[src/rtl/lc3_control_fsm_pkg.sv]
// lc3_ctrl_pkg: shared encodings for the LC-3 control unit.
//  - state_t uses the classic LC-3 microsequencer state numbers.
//    FAULT is 63.
//  - The package also holds opcode constants, the datapath mux and ALU
//    encodings, and the bit positions inside the ld/gate vectors.
package lc3_ctrl_pkg;

    typedef enum logic [5:0] {
        S_ADD       = 6'd1,
        S_LD        = 6'd2,
        S_ST        = 6'd3,
        S_AND       = 6'd5,
        S_LDR       = 6'd6,
        S_STR       = 6'd7,
        S_NOT       = 6'd9,
        S_JMP       = 6'd12,
        S_LEA       = 6'd14,
        S_TRAP      = 6'd15,
        S_ST_WAIT   = 6'd16,
        S_FETCH0    = 6'd18,
        S_BR_TAKE   = 6'd22,
        S_ST_MDR    = 6'd23,
        S_LD_WAIT   = 6'd25,
        S_LD_WB     = 6'd27,
        S_TRAP_MAR  = 6'd28,
        S_TRAP_WAIT = 6'd29,
        S_TRAP_PC   = 6'd30,
        S_DECODE    = 6'd32,
        S_FETCH1    = 6'd33,
        S_FETCH2    = 6'd35,
        S_FAULT     = 6'd63
    } state_t;

    localparam logic [3:0] OP_BR   = 4'd0;
    localparam logic [3:0] OP_ADD  = 4'd1;
    localparam logic [3:0] OP_LD   = 4'd2;
    localparam logic [3:0] OP_ST   = 4'd3;
    localparam logic [3:0] OP_AND  = 4'd5;
    localparam logic [3:0] OP_LDR  = 4'd6;
    localparam logic [3:0] OP_STR  = 4'd7;
    localparam logic [3:0] OP_NOT  = 4'd9;
    localparam logic [3:0] OP_JMP  = 4'd12;
    localparam logic [3:0] OP_LEA  = 4'd14;
    localparam logic [3:0] OP_TRAP = 4'd15;

    localparam logic [1:0] ALU_PASS = 2'b00;
    localparam logic [1:0] ALU_ADD  = 2'b01;
    localparam logic [1:0] ALU_AND  = 2'b10;
    localparam logic [1:0] ALU_NOT  = 2'b11;

    localparam logic [1:0] PCMUX_INC  = 2'b00;
    localparam logic [1:0] PCMUX_BUS  = 2'b01;
    localparam logic [1:0] PCMUX_ADDR = 2'b10;

    localparam logic [1:0] ADDR2_ZERO  = 2'b00;
    localparam logic [1:0] ADDR2_OFF6  = 2'b01;
    localparam logic [1:0] ADDR2_OFF9  = 2'b10;
    localparam logic [1:0] ADDR2_OFF11 = 2'b11;

    // ld = {mar,mdr,ir,pc,reg,cc}
    localparam int LD_MAR = 5;
    localparam int LD_MDR = 4;
    localparam int LD_IR  = 3;
    localparam int LD_PC  = 2;
    localparam int LD_REG = 1;
    localparam int LD_CC  = 0;

    // gate = {pc,mdr,alu,marmux}
    localparam int GATE_PC     = 3;
    localparam int GATE_MDR    = 2;
    localparam int GATE_ALU    = 1;
    localparam int GATE_MARMUX = 0;

    function automatic logic br_taken(input logic [2:0] nzp, input logic n, input logic z,
                                      input logic p);
        return (nzp[2] & n) | (nzp[1] & z) | (nzp[0] & p);
    endfunction

endpackage

[src/rtl/lc3_control_fsm_if.sv]
// lc3_control_fsm_if: bundles the signals between the control unit and
// the datapath/memory.
//  Inputs to control:    ir, n, z, p, mem_ready
//  Outputs from control: ld, gate, sel_pcmux, sel_addr1, sel_addr2,
//                        sel_mdr, alu_op, sr1, sr2, dr, mem_en, mem_we,
//                        fault, state
//  Modports:
//   - master: the control unit
//   - slave:  the datapath side
interface lc3_control_fsm_if #(
    parameter int DATA_W = 16,
    parameter int REG_AW = 3
);
    logic [DATA_W-1:0] ir;
    logic              n, z, p;
    logic              mem_ready;
    logic [5:0]        ld;
    logic [3:0]        gate;
    logic [1:0]        sel_pcmux;
    logic              sel_addr1;
    logic [1:0]        sel_addr2;
    logic              sel_mdr;
    logic [1:0]        alu_op;
    logic [REG_AW-1:0] sr1, sr2, dr;
    logic              mem_en, mem_we;
    logic              fault;
    logic [5:0]        state;

    modport master (
        input  ir, n, z, p, mem_ready,
        output ld, gate, sel_pcmux, sel_addr1, sel_addr2, sel_mdr, alu_op,
               sr1, sr2, dr, mem_en, mem_we, fault, state
    );

    modport slave (
        output ir, n, z, p, mem_ready,
        input  ld, gate, sel_pcmux, sel_addr1, sel_addr2, sel_mdr, alu_op,
               sr1, sr2, dr, mem_en, mem_we, fault, state
    );
endinterface

[src/rtl/lc3_mem_wait.sv]
// lc3_mem_wait: memory wait qualifier and timeout counter.
//  This block is shared by all memory wait states.
//  Ports:
//   - clk, reset_n: clock and asynchronous active-low reset
//   - active:       the FSM is currently in a wait state
//   - mem_ready:    memory completes the access this cycle
//   - done:         the access completes this cycle
//   - timeout:      the last permitted cycle passed without mem_ready
//  Counter behaviour:
//   - The counter is held at zero outside wait states, so it starts
//     from zero on entry to each wait state.
//   - mem_ready is still accepted when the count equals MEM_TIMEOUT.
//   - MEM_TIMEOUT = 0 turns the timeout off.
module lc3_mem_wait #(
    parameter int MEM_TIMEOUT = 15
) (
    input  logic clk,
    input  logic reset_n,
    input  logic active,
    input  logic mem_ready,
    output logic done,
    output logic timeout
);
    localparam int CW = (MEM_TIMEOUT > 0) ? $clog2(MEM_TIMEOUT + 1) : 1;
    localparam logic [CW-1:0] LIMIT = CW'(MEM_TIMEOUT);

    logic [CW-1:0] cnt;

    always_ff @(posedge clk or negedge reset_n) begin
        if (!reset_n)
            cnt <= '0;
        else if (!active || mem_ready)
            cnt <= '0;
        else if (cnt != LIMIT)
            cnt <= cnt + 1'b1;
    end

    assign done    = active & mem_ready;
    assign timeout = (MEM_TIMEOUT != 0) && active && !mem_ready && (cnt == LIMIT);
endmodule

[src/rtl/lc3_control_fsm.sv]
// lc3_control_fsm: Moore microsequencer for the LC-3 datapath.
//  Ports:
//   - clk, reset_n: clock and asynchronous active-low reset
//   - bus:          lc3_control_fsm_if.master
//                   (ir/flags/mem_ready in, datapath controls out)
//  Decode of outputs:
//   - Outputs decode the current state plus the register fields of ir.
//   - The one exception is ld.mdr in the memory-read wait states.
//     It follows mem_ready so that MDR captures exactly in the
//     completing cycle.
//  Fault behaviour:
//   - An illegal opcode or a memory timeout parks the FSM in FAULT.
//   - It stays there until reset.
//  Configuration macro LC3_TRAP_EN:
//   - Defined: opcode 15 runs the TRAP sequence.
//   - Undefined: opcode 15 faults.
module lc3_control_fsm
    import lc3_ctrl_pkg::*;
#(
    parameter int DATA_W      = 16,
    parameter int REG_AW      = 3,
    parameter int MEM_TIMEOUT = 15
) (
    input  logic               clk,
    input  logic               reset_n,
    lc3_control_fsm_if.master  bus
);
    state_t            state;
    logic [3:0]        opcode;
    logic              wait_act, wait_done, wait_tmo;

    logic [5:0]        ld;
    logic [3:0]        gate;
    logic [1:0]        sel_pcmux, sel_addr2, alu_op;
    logic              sel_addr1, sel_mdr, mem_en, mem_we, fault;
    logic [REG_AW-1:0] sr1, sr2, dr;

    assign opcode   = bus.ir[DATA_W-1 -: 4];
    assign wait_act = (state == S_FETCH1) || (state == S_LD_WAIT) ||
                      (state == S_ST_WAIT) || (state == S_TRAP_WAIT);

    lc3_mem_wait #(.MEM_TIMEOUT(MEM_TIMEOUT)) u_wait (
        .clk       (clk),
        .reset_n   (reset_n),
        .active    (wait_act),
        .mem_ready (bus.mem_ready),
        .done      (wait_done),
        .timeout   (wait_tmo)
    );

    always_ff @(posedge clk or negedge reset_n) begin
        if (!reset_n) begin
            state <= S_FETCH0;
        end else begin
            case (state)
                S_FETCH0: state <= S_FETCH1;
                S_FETCH1: if (wait_done) state <= S_FETCH2; else if (wait_tmo) state <= S_FAULT;
                S_FETCH2: state <= S_DECODE;
                S_DECODE: begin
                    case (opcode)
                        // Branches resolve here so a not-taken BR costs no extra cycle.
                        OP_BR:   state <= br_taken(bus.ir[11:9], bus.n, bus.z, bus.p) ?
                                          S_BR_TAKE : S_FETCH0;
                        OP_ADD, OP_AND, OP_NOT, OP_LD, OP_LDR,
                        OP_ST, OP_STR, OP_JMP, OP_LEA:
                                 state <= state_t'({2'b00, opcode});
`ifdef LC3_TRAP_EN
                        OP_TRAP: state <= S_TRAP;
`endif
                        default: state <= S_FAULT;
                    endcase
                end
                S_ADD, S_AND, S_NOT, S_LEA, S_JMP,
                S_BR_TAKE, S_LD_WB, S_TRAP_PC:  state <= S_FETCH0;
                S_LD, S_LDR:  state <= S_LD_WAIT;
                S_LD_WAIT:    if (wait_done) state <= S_LD_WB;   else if (wait_tmo) state <= S_FAULT;
                S_ST, S_STR:  state <= S_ST_MDR;
                S_ST_MDR:     state <= S_ST_WAIT;
                S_ST_WAIT:    if (wait_done) state <= S_FETCH0;  else if (wait_tmo) state <= S_FAULT;
                S_TRAP:       state <= S_TRAP_MAR;
                S_TRAP_MAR:   state <= S_TRAP_WAIT;
                S_TRAP_WAIT:  if (wait_done) state <= S_TRAP_PC; else if (wait_tmo) state <= S_FAULT;
                S_FAULT:      state <= S_FAULT;
                default:      state <= S_FAULT;
            endcase
        end
    end

    always_comb begin
        ld        = '0;
        gate      = '0;
        sel_pcmux = PCMUX_INC;
        sel_addr1 = 1'b0;
        sel_addr2 = ADDR2_ZERO;
        sel_mdr   = 1'b0;
        alu_op    = ALU_PASS;
        sr1       = REG_AW'(bus.ir[8:6]);
        sr2       = REG_AW'(bus.ir[2:0]);
        dr        = REG_AW'(bus.ir[11:9]);
        mem_en    = 1'b0;
        mem_we    = 1'b0;
        fault     = 1'b0;
        case (state)
            S_FETCH0: begin
                gate[GATE_PC] = 1'b1;
                ld[LD_MAR]    = 1'b1;
                ld[LD_PC]     = 1'b1;
            end
            S_FETCH1, S_LD_WAIT, S_TRAP_WAIT: begin
                mem_en     = 1'b1;
                sel_mdr    = 1'b1;
                ld[LD_MDR] = wait_done;
            end
            S_FETCH2: begin
                gate[GATE_MDR] = 1'b1;
                ld[LD_IR]      = 1'b1;
            end
            S_ADD, S_AND, S_NOT: begin
                gate[GATE_ALU] = 1'b1;
                ld[LD_REG]     = 1'b1;
                ld[LD_CC]      = 1'b1;
                alu_op = (state == S_ADD) ? ALU_ADD : (state == S_AND) ? ALU_AND : ALU_NOT;
            end
            S_LEA: begin
                sel_addr2         = ADDR2_OFF9;
                gate[GATE_MARMUX] = 1'b1;
                ld[LD_REG]        = 1'b1;
            end
            S_LD, S_ST: begin
                sel_addr2         = ADDR2_OFF9;
                gate[GATE_MARMUX] = 1'b1;
                ld[LD_MAR]        = 1'b1;
            end
            S_LDR, S_STR: begin
                sel_addr1         = 1'b1;
                sel_addr2         = ADDR2_OFF6;
                gate[GATE_MARMUX] = 1'b1;
                ld[LD_MAR]        = 1'b1;
            end
            S_LD_WB: begin
                gate[GATE_MDR] = 1'b1;
                ld[LD_REG]     = 1'b1;
                ld[LD_CC]      = 1'b1;
            end
            S_ST_MDR: begin
                // Store source sits in the DR field; ALU passes it through to the bus.
                sr1            = REG_AW'(bus.ir[11:9]);
                gate[GATE_ALU] = 1'b1;
                ld[LD_MDR]     = 1'b1;
            end
            S_ST_WAIT: begin
                mem_en = 1'b1;
                mem_we = 1'b1;
            end
            S_BR_TAKE: begin
                sel_pcmux = PCMUX_ADDR;
                sel_addr2 = ADDR2_OFF9;
                ld[LD_PC] = 1'b1;
            end
            S_JMP: begin
                sel_pcmux      = PCMUX_BUS;
                gate[GATE_ALU] = 1'b1;
                ld[LD_PC]      = 1'b1;
            end
            S_TRAP: begin
                dr            = REG_AW'(7);
                gate[GATE_PC] = 1'b1;
                ld[LD_REG]    = 1'b1;
            end
            S_TRAP_MAR: begin
                // MARMUX presents zext(trapvect8) in this state.
                gate[GATE_MARMUX] = 1'b1;
                ld[LD_MAR]        = 1'b1;
            end
            S_TRAP_PC: begin
                sel_pcmux      = PCMUX_BUS;
                gate[GATE_MDR] = 1'b1;
                ld[LD_PC]      = 1'b1;
            end
            S_FAULT: fault = 1'b1;
            default: ;
        endcase
        // While in reset every control is quiet.
        // This drops mem_en immediately when reset_n falls mid-access.
        if (!reset_n) begin
            ld = '0; gate = '0; sel_pcmux = '0; sel_addr1 = 1'b0; sel_addr2 = '0;
            sel_mdr = 1'b0; alu_op = '0; sr1 = '0; sr2 = '0; dr = '0;
            mem_en = 1'b0; mem_we = 1'b0; fault = 1'b0;
        end
    end

    assign bus.ld        = ld;
    assign bus.gate      = gate;
    assign bus.sel_pcmux = sel_pcmux;
    assign bus.sel_addr1 = sel_addr1;
    assign bus.sel_addr2 = sel_addr2;
    assign bus.sel_mdr   = sel_mdr;
    assign bus.alu_op    = alu_op;
    assign bus.sr1       = sr1;
    assign bus.sr2       = sr2;
    assign bus.dr        = dr;
    assign bus.mem_en    = mem_en;
    assign bus.mem_we    = mem_we;
    assign bus.fault     = fault;
    assign bus.state     = state;
endmodule

[src/flat_wrapper.sv]
// flat-port wrapper written by rule: the top's interface ports become plain ports
module lc3_control_fsm_flat import lc3_ctrl_pkg::*;
#(
    parameter int DATA_W      = 16,
    parameter int REG_AW      = 3,
    parameter int MEM_TIMEOUT = 15
)
  (clk, reset_n, bus_ir, bus_n, bus_z, bus_p, bus_mem_ready, bus_ld, bus_gate, bus_sel_pcmux, bus_sel_addr1, bus_sel_addr2, bus_sel_mdr, bus_alu_op, bus_sr1, bus_sr2, bus_dr, bus_mem_en, bus_mem_we, bus_fault, bus_state);
  lc3_control_fsm_if #(.DATA_W(DATA_W), .REG_AW(REG_AW)) bus_i ();
  input  logic clk;
  input  logic reset_n;
  input wire logic [$bits(bus_i.ir)-1:0] bus_ir;
  input wire logic [$bits(bus_i.n)-1:0] bus_n;
  input wire logic [$bits(bus_i.z)-1:0] bus_z;
  input wire logic [$bits(bus_i.p)-1:0] bus_p;
  input wire logic [$bits(bus_i.mem_ready)-1:0] bus_mem_ready;
  output wire logic [$bits(bus_i.ld)-1:0] bus_ld;
  output wire logic [$bits(bus_i.gate)-1:0] bus_gate;
  output wire logic [$bits(bus_i.sel_pcmux)-1:0] bus_sel_pcmux;
  output wire logic [$bits(bus_i.sel_addr1)-1:0] bus_sel_addr1;
  output wire logic [$bits(bus_i.sel_addr2)-1:0] bus_sel_addr2;
  output wire logic [$bits(bus_i.sel_mdr)-1:0] bus_sel_mdr;
  output wire logic [$bits(bus_i.alu_op)-1:0] bus_alu_op;
  output wire logic [$bits(bus_i.sr1)-1:0] bus_sr1;
  output wire logic [$bits(bus_i.sr2)-1:0] bus_sr2;
  output wire logic [$bits(bus_i.dr)-1:0] bus_dr;
  output wire logic [$bits(bus_i.mem_en)-1:0] bus_mem_en;
  output wire logic [$bits(bus_i.mem_we)-1:0] bus_mem_we;
  output wire logic [$bits(bus_i.fault)-1:0] bus_fault;
  output wire logic [$bits(bus_i.state)-1:0] bus_state;
  assign bus_i.ir = bus_ir;
  assign bus_i.n = bus_n;
  assign bus_i.z = bus_z;
  assign bus_i.p = bus_p;
  assign bus_i.mem_ready = bus_mem_ready;
  assign bus_ld = bus_i.ld;
  assign bus_gate = bus_i.gate;
  assign bus_sel_pcmux = bus_i.sel_pcmux;
  assign bus_sel_addr1 = bus_i.sel_addr1;
  assign bus_sel_addr2 = bus_i.sel_addr2;
  assign bus_sel_mdr = bus_i.sel_mdr;
  assign bus_alu_op = bus_i.alu_op;
  assign bus_sr1 = bus_i.sr1;
  assign bus_sr2 = bus_i.sr2;
  assign bus_dr = bus_i.dr;
  assign bus_mem_en = bus_i.mem_en;
  assign bus_mem_we = bus_i.mem_we;
  assign bus_fault = bus_i.fault;
  assign bus_state = bus_i.state;
  lc3_control_fsm #(.DATA_W(DATA_W), .REG_AW(REG_AW), .MEM_TIMEOUT(MEM_TIMEOUT)) u_core (.clk(clk), .reset_n(reset_n), .bus(bus_i));
endmodule
[config.mk]
export PLATFORM = sky130hd
export DESIGN_NAME = lc3_control_fsm_flat
export DESIGN_NICKNAME = d
export VERILOG_FILES = /design/src/rtl/lc3_control_fsm_pkg.sv /design/src/rtl/lc3_control_fsm_if.sv /design/src/rtl/lc3_mem_wait.sv /design/src/rtl/lc3_control_fsm.sv /design/src/flat_wrapper.sv
export SDC_FILE = /design/constraint.sdc
export NUM_CORES = 1
export LEC_CHECK = 0
export CAP_MARGIN = 20
export CELL_PAD_IN_SITES_DETAIL_PLACEMENT = 1
export CELL_PAD_IN_SITES_GLOBAL_PLACEMENT = 2
export CORE_AREA = 4 4 87 89
export CTS_CLUSTER_SIZE = 24
export DETAILED_ROUTE_END_ITERATION = 10
export DIE_AREA = 0 0 91 93
export HOLD_SLACK_MARGIN = 0.12
export MAX_ROUTING_LAYER = met4
export PLACE_DENSITY = 0.87
export SYNTH_ARGS = -nofsm -noshare
export SYNTH_HDL_FRONTEND = slang
export SYNTH_SLANG_ARGS = --single-unit
[constraint.sdc]
create_clock -name clk -period 2.24 [get_ports clk]
set_clock_uncertainty 0.15 [all_clocks]
set_input_delay 0.224 -clock clk [delete_from_list [all_inputs] [get_ports clk]]
set_output_delay 0.224 -clock clk [all_outputs]
set_load 0.01 [all_outputs]
### Word-level counts from Yosys, hierarchy flattened

Index checks and enable logic that the tools add are counted.

| operators by class | value |
|---|---|
| reduce and logical (&&, ||, !) cells | 28 |
| bitwise operators | 6 |
| add/subtract/negate cells | 1 |
| multiplexer cells | 45 |
| equality and inequality tests | 34 |

Operator list:

| operator | count |
|---|---|
| $pmux 6 s13 | 1 |
| $eq 6x5->1 const B | 9 |
| $mux 6 | 6 |
| $eq 6x4->1 const B | 4 |
| $eq 6x6->1 const B | 4 |
| $mux 1 | 20 |
| $eq 6x3->1 const B | 3 |
| $mux 3 | 6 |
| $reduce_or 6->1 | 3 |
| $eq 4x4->1 const B | 4 |
| $reduce_or 4->1 | 4 |
| $eq 4x3->1 const B | 3 |
| $eq 6x2->1 const B | 2 |
| $mux 4 | 3 |
| $pmux 6 s2 | 1 |
| $mux 2 | 5 |
| $reduce_or 2->1 | 5 |
| $reduce_or 3->1 | 3 |
| $reduce_or 9->1 | 1 |
| $eq 4x2->1 const B | 2 |
| $pmux 2 s2 | 2 |
| $reduce_or 8->1 | 1 |
| $eq 6x1->1 const B | 1 |
| $reduce_or 5->1 | 1 |
| 11 further kinds | 20 |

| word-level totals | value |
|---|---|
| input port bits | 22 |
| register bits after elaboration | 10 |
| logic and storage cells | 116 |
| output and inout bits | 36 |

### Longest topological paths before layout

| depth | value |
|---|---|
| word-level depth | 9 |
| gate-level depth with buffers | 8 |
| mapped depth without buffers | 5 |

### Cells and area by module

A second synthesis with hierarchy kept.

| unflattened totals | value |
|---|---|
| cell total of the unflattened synthesis | 215 |
| area, all modules | 1,471.4 um^2 |

Modules (own cells, without submodules):

| module | cells an instance | area each (um^2) | instances |
|---|---|---|---|
| lc3_control_fsm | 193 | 1,221.2 | 1 |
| lc3_mem_wait | 22 | 250.2 | 1 |

### Least setup slack after synthesis

Ideal clock, no wire load.

| timing | value |
|---|---|
| kind | reg-to-output |
| start | register u_core.state[4] (netlist: u_core.bus.state[4]) |
| end | output port bus_gate[0] |
| cell stages (with the launch flop) | 6 |
| setup slack | -8 ps |
| data required time | 1,866 ps |
| arrival time | 1,874 ps |
| path through | dfstp_2 -> buf_4 -> clkbuf_1 -> nor2b_1 -> nor2_1 -> a2111oi_0 |

| between the ends | value |
|---|---|
| cells in the longest elaborated chain, start to end | 4 |
| elaborated cells on any way between the ends | 9 |

Ends and longest elaborated chain:

| element | line | RTL |
|---|---|---|
| from (decl) | lc3_control_fsm.sv:28 | `state_t state;` |
| from (signal assigned) | lc3_control_fsm.sv:62 | `OP_BR: state <= br_taken(bus.ir[11:9], bus.n, bus.z, bus.p) ?` |
| from (signal assigned) | lc3_control_fsm.sv:66 | `state <= state_t'({2'b00, opcode});` |
| $eq 6x2->1 (tied with other cells) | lc3_control_fsm.sv:103 | `case (state)` |
| $reduce_or 6->1 (no line) (*) | -- |  |
| $mux 1 (*) | lc3_control_fsm.sv:103 |  |
| $mux 4 (*) | lc3_control_fsm.sv:185 | `if (!reset_n) begin` |
| to (decl) | flat_wrapper.sv:18 | `output wire logic [$bits(bus_i.gate)-1:0] bus_gate;` |

Every way passes the cells marked *; elsewhere a longest branch is shown, timed or not.

### Worst setup path after layout

| timing | value |
|---|---|
| start | register u_core.state[4] (netlist: u_core.bus.state[4]) |
| end | output port bus_sel_mdr |

| between the ends | value |
|---|---|
| cells in the longest elaborated chain, start to end | 4 |
| elaborated cells on any way between the ends | 6 |

Ends and longest elaborated chain:

| element | line | RTL |
|---|---|---|
| $eq 6x5->1 / $eq 6x6->1 (equally long branches) | lc3_control_fsm.sv:103 |  |
| $reduce_or 3->1 (*) | -- |  |
| $mux 1 (*) | lc3_control_fsm.sv:103 |  |
| $mux 1 (*) | lc3_control_fsm.sv:185 |  |
| to (decl) | flat_wrapper.sv:22 | `output wire logic [$bits(bus_i.sel_mdr)-1:0] bus_sel_mdr;` |

Marked as above.

==> impl_metrics.yaml <==
run_status:
  status: "finished with violations"
  violations: "negative setup slack"
flow_run:
  drv_cap: 0
sta:
  final-setup-viol-count: 5
  rsz0062_at_grt: "true"
  max-slew-margin-rel_pct: 77.6
  finalCritPeriodShare_pct: 102
  fmaxAchievable_mhz: 439
  finalHoldViolCount: 0
  finalCriticalPeriod_ns: 2.28
  slew_violations: 0
  finalWorstSetupSlack_ns: -0.0364
  worst_slew_pin_slew_ns: 0.334
clock_network:
  cts_buffers: 3
  htreeDepth: 1
  clk_pin_slew_ns: 0.04
  clockRootBuffer: "clkbuf_8"
  clk_latency_ns: 0.24
  clk_path_buf_depth: 2
  cts_tree: "done"
  cts_sinks: 10
power_and_ir_drop:
  sw_frac_of_total_pct: 24.2
  total_power_uw: 470
  power_frac_clock_pct: 39.2
  comb_power_share_pct: 22.2
  ir_worst_vdd_uv: 114
  p_leak_uw: 0.00127
  power.share.sequential_pct: 38.6
  switching_power_uw: 114
  p_int_uw: 356
  power.density_nw_per_um2: 168
setup_path:
  arrival_ns: 1.90
  criticalPathCategory: "flip-flop to output port"
  crit_path_max_incr_delay_ns: 0.60
  r2r_start: "u_core.bus.state[1]$_DFF_PN1_"
  worstPathMaxFanout: 5
  cp-end-kind: "output port"
  start_kind: "flip-flop"
  critPathMostFrequentCell: "buf_6"
  path_buf_inv: 3
  r2r_cells: 8
  r2r_end: "u_core.bus.state[5]$_DFF_PN0_"
  worstPathRequired_ns: 1.87
  cpLargestDelayFamily: "flip-flops"
  crit_path_top_delay_cell: "dfstp_2"
  r2r_slack_ns: -0.02
  crit_chain: "buf_6 -> buf_6 -> nand3b_1 -> a21oi_4 -> and2_4 -> dlygate4sd2_1"
synthesis:
  synth_seq_cells: 10
  yosys.area.top_type_share_pct: 13.7
  async_flop_share_pct: 100
  synth_warnings: 0
  synth_cells: 225
  synth_edf_count: 0
  avgSynthCellArea_sq_um: 6.48
  syn_nets: 248
  syn_area_sq_um: 1460
  netlist.top_cell.by_area: "dfrtp_1"
  synth-main-ff-cell: "dfrtp_1"
  synth_cell_types: 55
  synth.area.top_cells: "dfrtp_1 14%, a21oi_1 8.2%, nor2_1 8.2%, nand2_1 5.4%, o21ai_0 4.5%"
  seq_area_frac_synth_pct: 17.3
global_routing:
  antenna_found_initial: 0
  track_usage_pct: 16.9
  grt_max_degree: 15
  grt_overflow: 0
  grt_pass1_wl_um: 11300
  grt_pass1_vias: 2176
placement:
  portBuffers: 54
  routabilityCongestion: 0.909
  placedCellCount: 400
  hpwl_um: 5370
drt:
  drt_iter0_markers: 97
  first_pass_iters: 4
  route.vias.total: 2239
  drtAntennaViolNets: 0
  drc: 0
  via_per_inst: 5.33
  wire_per_inst_um: 18.1
  wl_um: 7620
final_layout:
  n_antenna_cell: 0
  instances_no_fill: 420
  nFillCells: 840
  area_delta_synth_final_pct: 91.6
  final_cell_mix: "65 x buf_4, 31 x nor2_1, 26 x clkdlybuf4s50_1, 22 x a21oi_1, 20 x nand2_1"
  mostFrequentLayoutCell: "buf_4"
  drive_gt1_share_pct: 37.4
  fin_nets: 365
floorplanning:
  start_util_pct: 21.6
  num_rows: 30
  die_h_um: 93
  core_sq_um: 6760
  die-area_sq_um: 8460
  ios: 58
  fp.dieW_um: 91
hold_path:
  min_to: "u_core.u_wait.cnt[1]$_DFFE_PN0N_"
  whs_path_depth: 2
  hp-start: "u_core.u_wait.cnt[1]$_DFFE_PN0N_"
  hold_class: "flip-flop to flip-flop"
==> layout make-up <==
class	count	area [sq um]	share of cell area, %
inverter	8	30.0	1.07
multi-input combinational	189	1260	45.3
clock buffer	3	41.3	1.48
sequential	10	258	9.22
timing repair buffer	130	1100	39.4
tap	80	100	3.58
==> metrics by stage <==
stage / hold slack (ns) / worst slack [ns] / cell area, sq um / TNS, ns / utilization, %
after floorplan: -0.222 / 0.112 / 1460 / 0 / -
after global placement: 0.394 / -0.158 / 2470 / -0.956 / 36.6
after detailed placement: 0.415 / -0.231 / 2470 / -1.68 / 36.6
after CTS: 0.421 / -0.219 / 2630 / -0.331 / 38.9
after global routing: 0.457 / -0.0956 / 2800 / -0.753 / 41.4
final: 0.423 / -0.0364 / 2800 / -0.129 / 41.4
==> state kept, by name, summed over array words and instances, names as in the netlist <==
register / count
u_core.u_wait.cnt: 4
u_core.bus.state: 6
==> power by group through the flow <==
stage | Clock, uW | Sequential [uW] | Combinational (uW)
2_1_floorplan | 0 | 184 | 34.5
3_3_place_gp | 0 | 184 | 106
3_5_place_dp | 0 | 184 | 108
4_1_cts | 190 | 181 | 106
5_1_grt | 201 | 181 | 112
6_report | 184 | 181 | 104
==> tightest hold or removal path: stages (launching register included) <==
cell and delay, ns:
dfrtp_1 0.40, nand2_1 0.08, a21oi_1 0.05
==> layer usage <==
| metal | track usage [%] | vias to the layer above | part of all wire (%) |
|---|---|---|---|
| met4 | 3.14 | 0 | 1.3 |
| li1 | - | 1051 | - |
| met1 | 21.5 | 1127 | 45 |
| met5 | - | - | 0 |
| met2 | 29.4 | 52 | 50 |
| met3 | 1.69 | 9 | 3.6 |
==> logic make-up after synthesis <==
family          Yosys count  share of synthesized area, %
simple gates            112                          38.4
xor+xnor                  2                          1.20
fa+ha+maj                 1                         0.857
mux                       3                          2.06
flops                    10                          17.3
compound gates           71                          32.2
buf+inv                  26                          7.97
==> Yosys cell counts (all sizes together), types with 2 or more instances <==
cell type / count
a211o: 2
nor2b: 4
nor3: 9
nor4: 5
and2b: 2
nand3: 11
inv: 7
a211oi: 2
nor3b: 2
dfrtp: 8
and3: 3
clkbuf: 6
o211ai: 2
or3: 4
o21ai: 14
nand3b: 2
xnor2: 2
dfstp: 2
a22oi: 2
mux2i: 3
o22ai: 3
a221oi: 2
a32oi: 3
and2: 6
buf: 12
a21o: 2
nand2: 21
nor2: 32
a21oi: 24
nand2b: 7
a31oi: 3
==> how the worst max path moves through the flow <==
stage / start / to / slack [ns] / cells past startpoint
after detailed placement: u_core.bus.state[1]$_DFF_PN1_ / bus_dr[0] / -0.23 / 7
after floorplan: u_core.bus.state[4]$_DFF_PN1_ / bus_gate[0] / 0.11 / 5
after global routing: u_core.bus.state[4]$_DFF_PN1_ / bus_gate[2] / -0.1 / 7
after CTS: u_core.bus.state[4]$_DFF_PN1_ / bus_ld[5] / -0.22 / 5
after global placement: u_core.bus.state[1]$_DFF_PN1_ / bus_dr[0] / -0.16 / 7
final: u_core.bus.state[4]$_DFF_PN1_ / bus_sel_mdr / -0.04 / 6
==> timing repair <==
item / CTS / global route
endpoints found under the hold margin: 8 / 0
resized for setup: 52 / 56
endpoints found under the setup margin: 32 / 26
hold buffers: 1 / 0
buffers inserted: 8 / 11
pin swaps: 4 / 15
No activity file was read; power rests on OpenSTA's default activity.
